**src/rtl/id_stage.sv**
```systemverilog
// id_stage: RV32 decode stage with register file, R/I/load/store/beq decode, in-ID beq resolve and hazard stalls.
// Define ID_BRANCH_FWD_EN to feed EX/MEM ALU results into the beq comparator instead of stalling.
module id_stage (
    input  logic        clk,
    input  logic        reset_n,
    input  logic [31:0] IF_ID_pc,
    input  logic [31:0] IF_ID_inst,
    input  logic        wb_reg_write,
    input  logic [4:0]  wb_rd,
    input  logic [31:0] wb_data,
    input  logic        EX_MEM_reg_write,
    input  logic        EX_MEM_mem_read,
    input  logic [4:0]  EX_MEM_rd,
    input  logic [31:0] EX_MEM_alu_result,
    output logic        pc_write,
    output logic        IF_ID_write,
    output logic        IF_flush,
    output logic        pc_control,
    output logic [31:0] pc_branch,
    output logic [31:0] ID_EX_pc,
    output logic [31:0] ID_EX_rs1_data,
    output logic [31:0] ID_EX_rs2_data,
    output logic [31:0] ID_EX_imm,
    output logic [4:0]  ID_EX_rs1,
    output logic [4:0]  ID_EX_rs2,
    output logic [4:0]  ID_EX_rd,
    output logic [2:0]  ID_EX_funct3,
    output logic        ID_EX_funct7b5,
    output logic        ID_EX_reg_write,
    output logic        ID_EX_mem_read,
    output logic        ID_EX_mem_write,
    output logic        ID_EX_mem_to_reg,
    output logic        ID_EX_alu_src,
    output logic [1:0]  ID_EX_alu_op
);
    localparam logic [6:0] OP_R   = 7'b0110011;
    localparam logic [6:0] OP_I   = 7'b0010011;
    localparam logic [6:0] OP_LD  = 7'b0000011;
    localparam logic [6:0] OP_ST  = 7'b0100011;
    localparam logic [6:0] OP_BR  = 7'b1100011;

    typedef struct packed {
        logic [31:0] pc;
        logic [31:0] rs1_data;
        logic [31:0] rs2_data;
        logic [31:0] imm;
        logic [4:0]  rs1;
        logic [4:0]  rs2;
        logic [4:0]  rd;
        logic [2:0]  funct3;
        logic        funct7b5;
        logic        reg_write;
        logic        mem_read;
        logic        mem_write;
        logic        mem_to_reg;
        logic        alu_src;
        logic [1:0]  alu_op;
    } id_ex_t;

    function automatic logic signed [31:0] imm_i(input logic [31:0] inst);
        return {{20{inst[31]}}, inst[31:20]};
    endfunction

    function automatic logic signed [31:0] imm_s(input logic [31:0] inst);
        return {{20{inst[31]}}, inst[31:25], inst[11:7]};
    endfunction

    function automatic logic signed [31:0] imm_b(input logic [31:0] inst);
        return {{19{inst[31]}}, inst[31], inst[7], inst[30:25], inst[11:8], 1'b0};
    endfunction

    logic [31:0] rf_q [32];
    logic [31:0] rf_d [32];
    id_ex_t      id_ex_p1_q, id_ex_p1_d;

    logic [6:0]  opcode;
    logic [4:0]  rs1, rs2, rd;
    logic [2:0]  funct3;
    logic        is_r, is_i, is_ld, is_st, is_beq, use_rs1, use_rs2;
    logic [31:0] rs1_val, rs2_val, br_a, br_b;
    logic signed [31:0] imm_sel, imm_br;
    logic        ex_m1, ex_m2, mem_m1, mem_m2, em_stall;
    logic        load_use, br_stall, stall, taken;

    assign opcode  = IF_ID_inst[6:0];
    assign rd      = IF_ID_inst[11:7];
    assign funct3  = IF_ID_inst[14:12];
    assign rs1     = IF_ID_inst[19:15];
    assign rs2     = IF_ID_inst[24:20];
    assign is_r    = (opcode == OP_R);
    assign is_i    = (opcode == OP_I);
    assign is_ld   = (opcode == OP_LD);
    assign is_st   = (opcode == OP_ST);
    assign is_beq  = (opcode == OP_BR) && (funct3 == 3'b000);
    assign use_rs1 = is_r | is_i | is_ld | is_st | is_beq;
    assign use_rs2 = is_r | is_st | is_beq;
    assign imm_br  = imm_b(IF_ID_inst);

    always_comb begin
        imm_sel = '0;
        if (is_i || is_ld) imm_sel = imm_i(IF_ID_inst);
        else if (is_st)    imm_sel = imm_s(IF_ID_inst);
        else if (is_beq)   imm_sel = imm_br;
    end

    // Write-through lets a WB write in this cycle reach the decode without a bypass stage.
    always_comb begin
        rs1_val = rf_q[rs1];
        rs2_val = rf_q[rs2];
        if (wb_reg_write && (wb_rd == rs1)) rs1_val = wb_data;
        if (wb_reg_write && (wb_rd == rs2)) rs2_val = wb_data;
        if (rs1 == 5'd0) rs1_val = '0;
        if (rs2 == 5'd0) rs2_val = '0;
    end

    always_comb begin
        rf_d = rf_q;
        if (wb_reg_write && (wb_rd != 5'd0)) rf_d[wb_rd] = wb_data;
    end

    assign ex_m1    = use_rs1 && (id_ex_p1_q.rd != 5'd0) && (id_ex_p1_q.rd == rs1);
    assign ex_m2    = use_rs2 && (id_ex_p1_q.rd != 5'd0) && (id_ex_p1_q.rd == rs2);
    assign mem_m1   = (EX_MEM_rd != 5'd0) && (EX_MEM_rd == rs1);
    assign mem_m2   = (EX_MEM_rd != 5'd0) && (EX_MEM_rd == rs2);
    assign load_use = id_ex_p1_q.mem_read && (ex_m1 || ex_m2);

`ifdef ID_BRANCH_FWD_EN
    // A load result is not ready in EX/MEM yet, so only ALU producers forward.
    assign em_stall = EX_MEM_mem_read && (mem_m1 || mem_m2);
    assign br_a = (EX_MEM_reg_write && !EX_MEM_mem_read && mem_m1) ? EX_MEM_alu_result : rs1_val;
    assign br_b = (EX_MEM_reg_write && !EX_MEM_mem_read && mem_m2) ? EX_MEM_alu_result : rs2_val;
`else
    logic unused_alu_result;
    assign unused_alu_result = ^EX_MEM_alu_result;
    assign em_stall = (EX_MEM_reg_write || EX_MEM_mem_read) && (mem_m1 || mem_m2);
    assign br_a = rs1_val;
    assign br_b = rs2_val;
`endif

    assign br_stall    = is_beq && ((id_ex_p1_q.reg_write && (ex_m1 || ex_m2)) || em_stall);
    assign stall       = load_use || br_stall;
    assign taken       = is_beq && !stall && (br_a == br_b);
    assign pc_write    = !stall;
    assign IF_ID_write = !stall;
    assign IF_flush    = taken;
    assign pc_control  = taken;
    assign pc_branch   = IF_ID_pc + $unsigned(imm_br);

    // ---- ID -> EX boundary: data always advances, controls are squashed on stall ----
    always_comb begin
        id_ex_p1_d          = '0;
        id_ex_p1_d.pc       = IF_ID_pc;
        id_ex_p1_d.rs1_data = rs1_val;
        id_ex_p1_d.rs2_data = rs2_val;
        id_ex_p1_d.imm      = $unsigned(imm_sel);
        id_ex_p1_d.rs1      = rs1;
        id_ex_p1_d.rs2      = rs2;
        id_ex_p1_d.rd       = rd;
        id_ex_p1_d.funct3   = funct3;
        id_ex_p1_d.funct7b5 = IF_ID_inst[30];
        if (!stall) begin
            id_ex_p1_d.reg_write  = is_r | is_i | is_ld;
            id_ex_p1_d.mem_read   = is_ld;
            id_ex_p1_d.mem_write  = is_st;
            id_ex_p1_d.mem_to_reg = is_ld;
            id_ex_p1_d.alu_src    = is_i | is_ld | is_st;
            id_ex_p1_d.alu_op     = (is_r || is_i) ? 2'b10 : (is_beq ? 2'b01 : 2'b00);
        end
    end

    always_ff @(posedge clk or negedge reset_n) begin
        if (!reset_n) begin
            rf_q       <= '{default: '0};
            id_ex_p1_q <= '0;
        end else begin
            rf_q       <= rf_d;
            id_ex_p1_q <= id_ex_p1_d;
        end
    end

    assign ID_EX_pc         = id_ex_p1_q.pc;
    assign ID_EX_rs1_data   = id_ex_p1_q.rs1_data;
    assign ID_EX_rs2_data   = id_ex_p1_q.rs2_data;
    assign ID_EX_imm        = id_ex_p1_q.imm;
    assign ID_EX_rs1        = id_ex_p1_q.rs1;
    assign ID_EX_rs2        = id_ex_p1_q.rs2;
    assign ID_EX_rd         = id_ex_p1_q.rd;
    assign ID_EX_funct3     = id_ex_p1_q.funct3;
    assign ID_EX_funct7b5   = id_ex_p1_q.funct7b5;
    assign ID_EX_reg_write  = id_ex_p1_q.reg_write;
    assign ID_EX_mem_read   = id_ex_p1_q.mem_read;
    assign ID_EX_mem_write  = id_ex_p1_q.mem_write;
    assign ID_EX_mem_to_reg = id_ex_p1_q.mem_to_reg;
    assign ID_EX_alu_src    = id_ex_p1_q.alu_src;
    assign ID_EX_alu_op     = id_ex_p1_q.alu_op;
endmodule

```
**config.mk**
```make
export PLATFORM = sky130hd
export DESIGN_NAME = id_stage
export DESIGN_NICKNAME = d
export VERILOG_FILES = /design/src/rtl/id_stage.sv
export SDC_FILE = /design/constraint.sdc
export NUM_CORES = 2
export LEC_CHECK = 0
export CAP_MARGIN = 20
export CORE_MARGIN = 2
export CORE_UTILIZATION = 61
export DETAILED_ROUTE_END_ITERATION = 12
export PLACE_DENSITY = 0.78
export SETUP_SLACK_MARGIN = 0.5
export SYNTH_ARGS = -nofsm -noshare
export SYNTH_HDL_FRONTEND = slang
export SYNTH_SLANG_ARGS = --single-unit
export TNS_END_PERCENT = 1
```
**constraint.sdc**
```tcl
create_clock -name clk -period 7.45 [get_ports clk]
set_input_delay 2.235 -clock clk [delete_from_list [all_inputs] [get_ports clk]]
set_output_delay 2.235 -clock clk [all_outputs]
set_load 0.005 [all_outputs]
```
==> impl_metrics.tcl <==
set metrics [dict create \
    outcome "complete, but fails checks" \
    violations "negative setup slack" \
    num_rows 116 \
    grt_pass1_wl_um 296000 \
    fmax_mhz 126 \
    netlist_instances 4135 \
    drc 0 \
    synthXorXnorAreaFrac_pct 1.19 \
    die_width_um 321 \
    track_usage_pct 39.4 \
    clock-sinks 1158 \
    cts_tree "done" \
    maxCapViolCount 0 \
    h-tree-depth 3 \
    slew_violations 0 \
    grt_pass1_vias 44700 \
    drtIter0Drc 5374 \
    leakagePower_nw 32.6 \
    slowest_delay_ns 0.53 \
    gp_congestion 0.947 \
    grt_max_degree 170 \
    arrival_ns 5.72 \
    hold_viol_final 0 \
    min_period_over_period_pct 107 \
    synth_fp_nets 4309 \
    place_ws_ns -1.02 \
    io_buffers 300 \
    ys_ff_latch 1158 \
    clockBufferDepth 3 \
    die_h_um 321 \
    cts.clk_slew.worst_paths_ns 0.06 \
    wl_um 202000 \
    synthArstFlopShare_pct 100 \
    worst-path-max-fanout 10 \
    die_area_sq_mm 0.103 \
    rsz0062_at_grt "true" \
    wl_per_cell_um 33.0 \
    dr.pass1.iters 5 \
    place_area_sq_mm 0.0690 \
    final-setup-viol-count 2 \
    cts-root-buf "clkbuf_16" \
    io_pins 333 \
    max_slew_margin_pct 14.4 \
    synthFlopType "dfrtp_1" \
    synth_fa_ha_area_share_pct 0.647 \
    path_cells "buf_16 -> buf_12 -> buf_12 -> buf_8 -> mux4_2 -> mux4_2 -> nand2_1 -> o211ai_1 -> o211ai_1 -> xnor2_1 -> nor4_2 -> buf_4 -> nand4_1 -> nor4_2 -> buf_4 -> buf_6" \
    design_area_sq_mm 0.0742 \
    antenna_found_initial 9 \
    tightest_slew_ns 1.28 \
    synth-edff-count 0 \
    synth_area_sq_mm 0.0611 \
    end_kind "primary output" \
    num_vias 43500 \
    instances_no_fill 6123 \
    setup-tns-final_ns -1.01 \
    yosysUniqueCellTypes 75 \
    multi_input_area_sq_mm 0.0305 \
    initial_utilization_pct 61.3 \
    synth_compound_area_share_pct 4.38 \
    ir_drop_v 0.000222 \
    hold_path.class "reg2reg" \
    period_needed_ns 7.96 \
    routed_via_density 7.11 \
    fin_worst_skew_ns 0.0330 \
    fin_util_pct 74.5 \
    ys.warnings.count 0 \
    synth-seq-area-share_pct 47.4 \
    post-dp-hpwl_um 129000 \
    start_kind "input port" \
    num-nets-final 4901 \
    cts_hold_buf 0 \
    postSynthAreaPerCell_sq_um 14.8 \
    critPathKind "in2out" \
    register_area_sq_mm 0.0290 \
    slowest_stage "mux4_2" \
    drive_gt1_share_pct 51.2 \
    fill_cells 6022 \
    dp_cells 5870 \
    synthMuxAreaShare_pct 39.8 \
    syn_to_final_growth_pct 21.4 \
    overflow 0 \
    synth-simple-area-share_pct 2.78 \
    worst_ep_required_time_ns 5.22 \
    core_region_area_sq_mm 0.0997 \
    cts_buffers 118 \
    finalWorstSetupSlack_ns -0.505 \
    ant_nets 0 \
    power_density_mw_per_mm2 257 \
    synth_top_family_by_area "multiplexers" \
    clock_latency_ns 0.74 \
]
## synthesized netlist by cell type (all sizes together), types with 8 or more instances
cell / n / area (sq um)
a211oi: 22 / 170
a21o: 8 / 60.1
a21oi: 72 / 364
a221oi: 21 / 184
a22o: 18 / 158
a22oi: 57 / 428
a31oi: 10 / 62.6
and2: 15 / 93.8
and3: 8 / 50.1
buf: 206 / 1360
clkbuf: 241 / 905
dfrtp: 1158 / 29000
ha: 30 / 375
inv: 20 / 75.1
mux2: 994 / 11200
mux2i: 156 / 1560
mux4: 513 / 11600
nand2: 69 / 259
nand2b: 12 / 75.1
nand3: 24 / 120
nand4: 12 / 75.1
nor2: 81 / 304
nor2b: 27 / 169
nor3: 39 / 195
nor3b: 8 / 65.1
o211ai: 20 / 150
o21ai: 76 / 380
o22ai: 35 / 219
o31ai: 8 / 60.1
xnor2: 53 / 464
xor2: 30 / 263
## worst max-delay path: cells and delay by family
family | cells | cell delay, ns
buffers and inverters | 7 | 1.17
muxes | 2 | 1.03
and+or+nand+nor | 4 | 0.80
AOI/OAI and AO/OA | 2 | 0.29
xor gates and xnor gates | 1 | 0.16
## per-layer routing
| layer | global-route usage, % | vias up | share of wire [%] |
|---|---|---|---|
| met5 | 0 | - | 0.027 |
| met2 | 59.3 | 2950 | 45 |
| met4 | 24.1 | 8 | 7.3 |
| li1 | - | 17100 | - |
| met1 | 51.8 | 22700 | 36 |
| met3 | 10.5 | 813 | 12 |
## path summary, 6_finish.rpt
kind                                        start                           end  slack [ns]  cells after the start
min reg2reg                rf_q[1014]$_DFFE_PN0P_        rf_q[1014]$_DFFE_PN0P_        0.40                      0
min                        rf_q[1014]$_DFFE_PN0P_        rf_q[1014]$_DFFE_PN0P_        0.40                      0
max                                IF_ID_inst[15]                    pc_control       -0.51                     16
min in group asynchronous                 reset_n  ID_EX_rs2_data[19]$_DFF_PN0_        1.49                      1
max in group asynchronous                 reset_n         rf_q[894]$_DFFE_PN0P_        4.26                      3
max reg2reg                 rf_q[913]$_DFFE_PN0P_  ID_EX_rs2_data[17]$_DFF_PN0_        5.14                      6
## report_power, final
group / internal, mW / switching [mW]
sequential: 7.44 / 0.839
combinational: 2.70 / 1.84
clock: 3.67 / 2.59
total: 13.8 / 5.28
## repair_timing
action,in CTS,in global routing
cloned,8,2
gates resized for setup,156,89
setup buffers,19,6
setup endpoints to repair,28,25
pin swaps,43,31
## sequential cells by signal, indices dropped and copies added (netlist names)
name             count
rf_q              1024
ID_EX_pc            32
ID_EX_rs1_data      32
ID_EX_rs2_data      32
ID_EX_imm           13
ID_EX_rd             5
ID_EX_rs1            5
ID_EX_rs2            5
ID_EX_funct3         3
ID_EX_alu_op         2
ID_EX_alu_src        1
ID_EX_funct7b5       1
ID_EX_mem_read       1
ID_EX_mem_write      1
ID_EX_reg_write      1
## final cells by class
| class | instances | area share (%) |
|---|---|---|
| sequential | 1158 | 39.0 |
| multi-input combinational | 2507 | 41.1 |
| timing repair buffer | 919 | 12.1 |
| clock buffer | 169 | 4.62 |
| tap | 1298 | 2.19 |
| antenna | 2 | 0.00674 |
| clock inverter | 47 | 0.839 |
| inverter | 23 | 0.116 |
## metrics by stage
step | hold WS [ns] | power (mW)
2_1_floorplan | 0.441 | 10.9
3_3_place_gp | 0.376 | 12.4
3_5_place_dp | 0.382 | 12.6
4_1_cts | 0.397 | 19.0
5_1_grt | 0.406 | 19.7
6_report | 0.399 | 19.1
## cell usage in the layout, fill, tap and decap left out, drive strengths merged, types with 15 or more instances in the layout
cell type	n
clkinv	29
mux2	994
nor3	39
mux2i	156
a211oi	22
clkdlybuf4s50	249
o22ai	35
ha	30
a22oi	57
mux4	513
a221oi	21
and2	15
buf	639
nor2b	27
a21oi	72
xnor2	53
dfrtp	1158
clkbuf	175
xor2	30
nand3	24
a22o	18
inv	24
nand2	69
o21ai	76
nor2	81
o211ai	20
## logic make-up (layout without fill, tap and decap cells)
kind of cell               count (synthesis)  after routing
muxes                                   1663           1663
DFF                                     1158           1158
buffers and inverters                    470           1158
AOI/OAI and AO/OA                        396            396
and+or+nand+nor                          334            334
xor gates and xnor gates                  83             83
adders and majority gates                 31             31
other                                      0              2
Power figures use the tool's default switching activity.
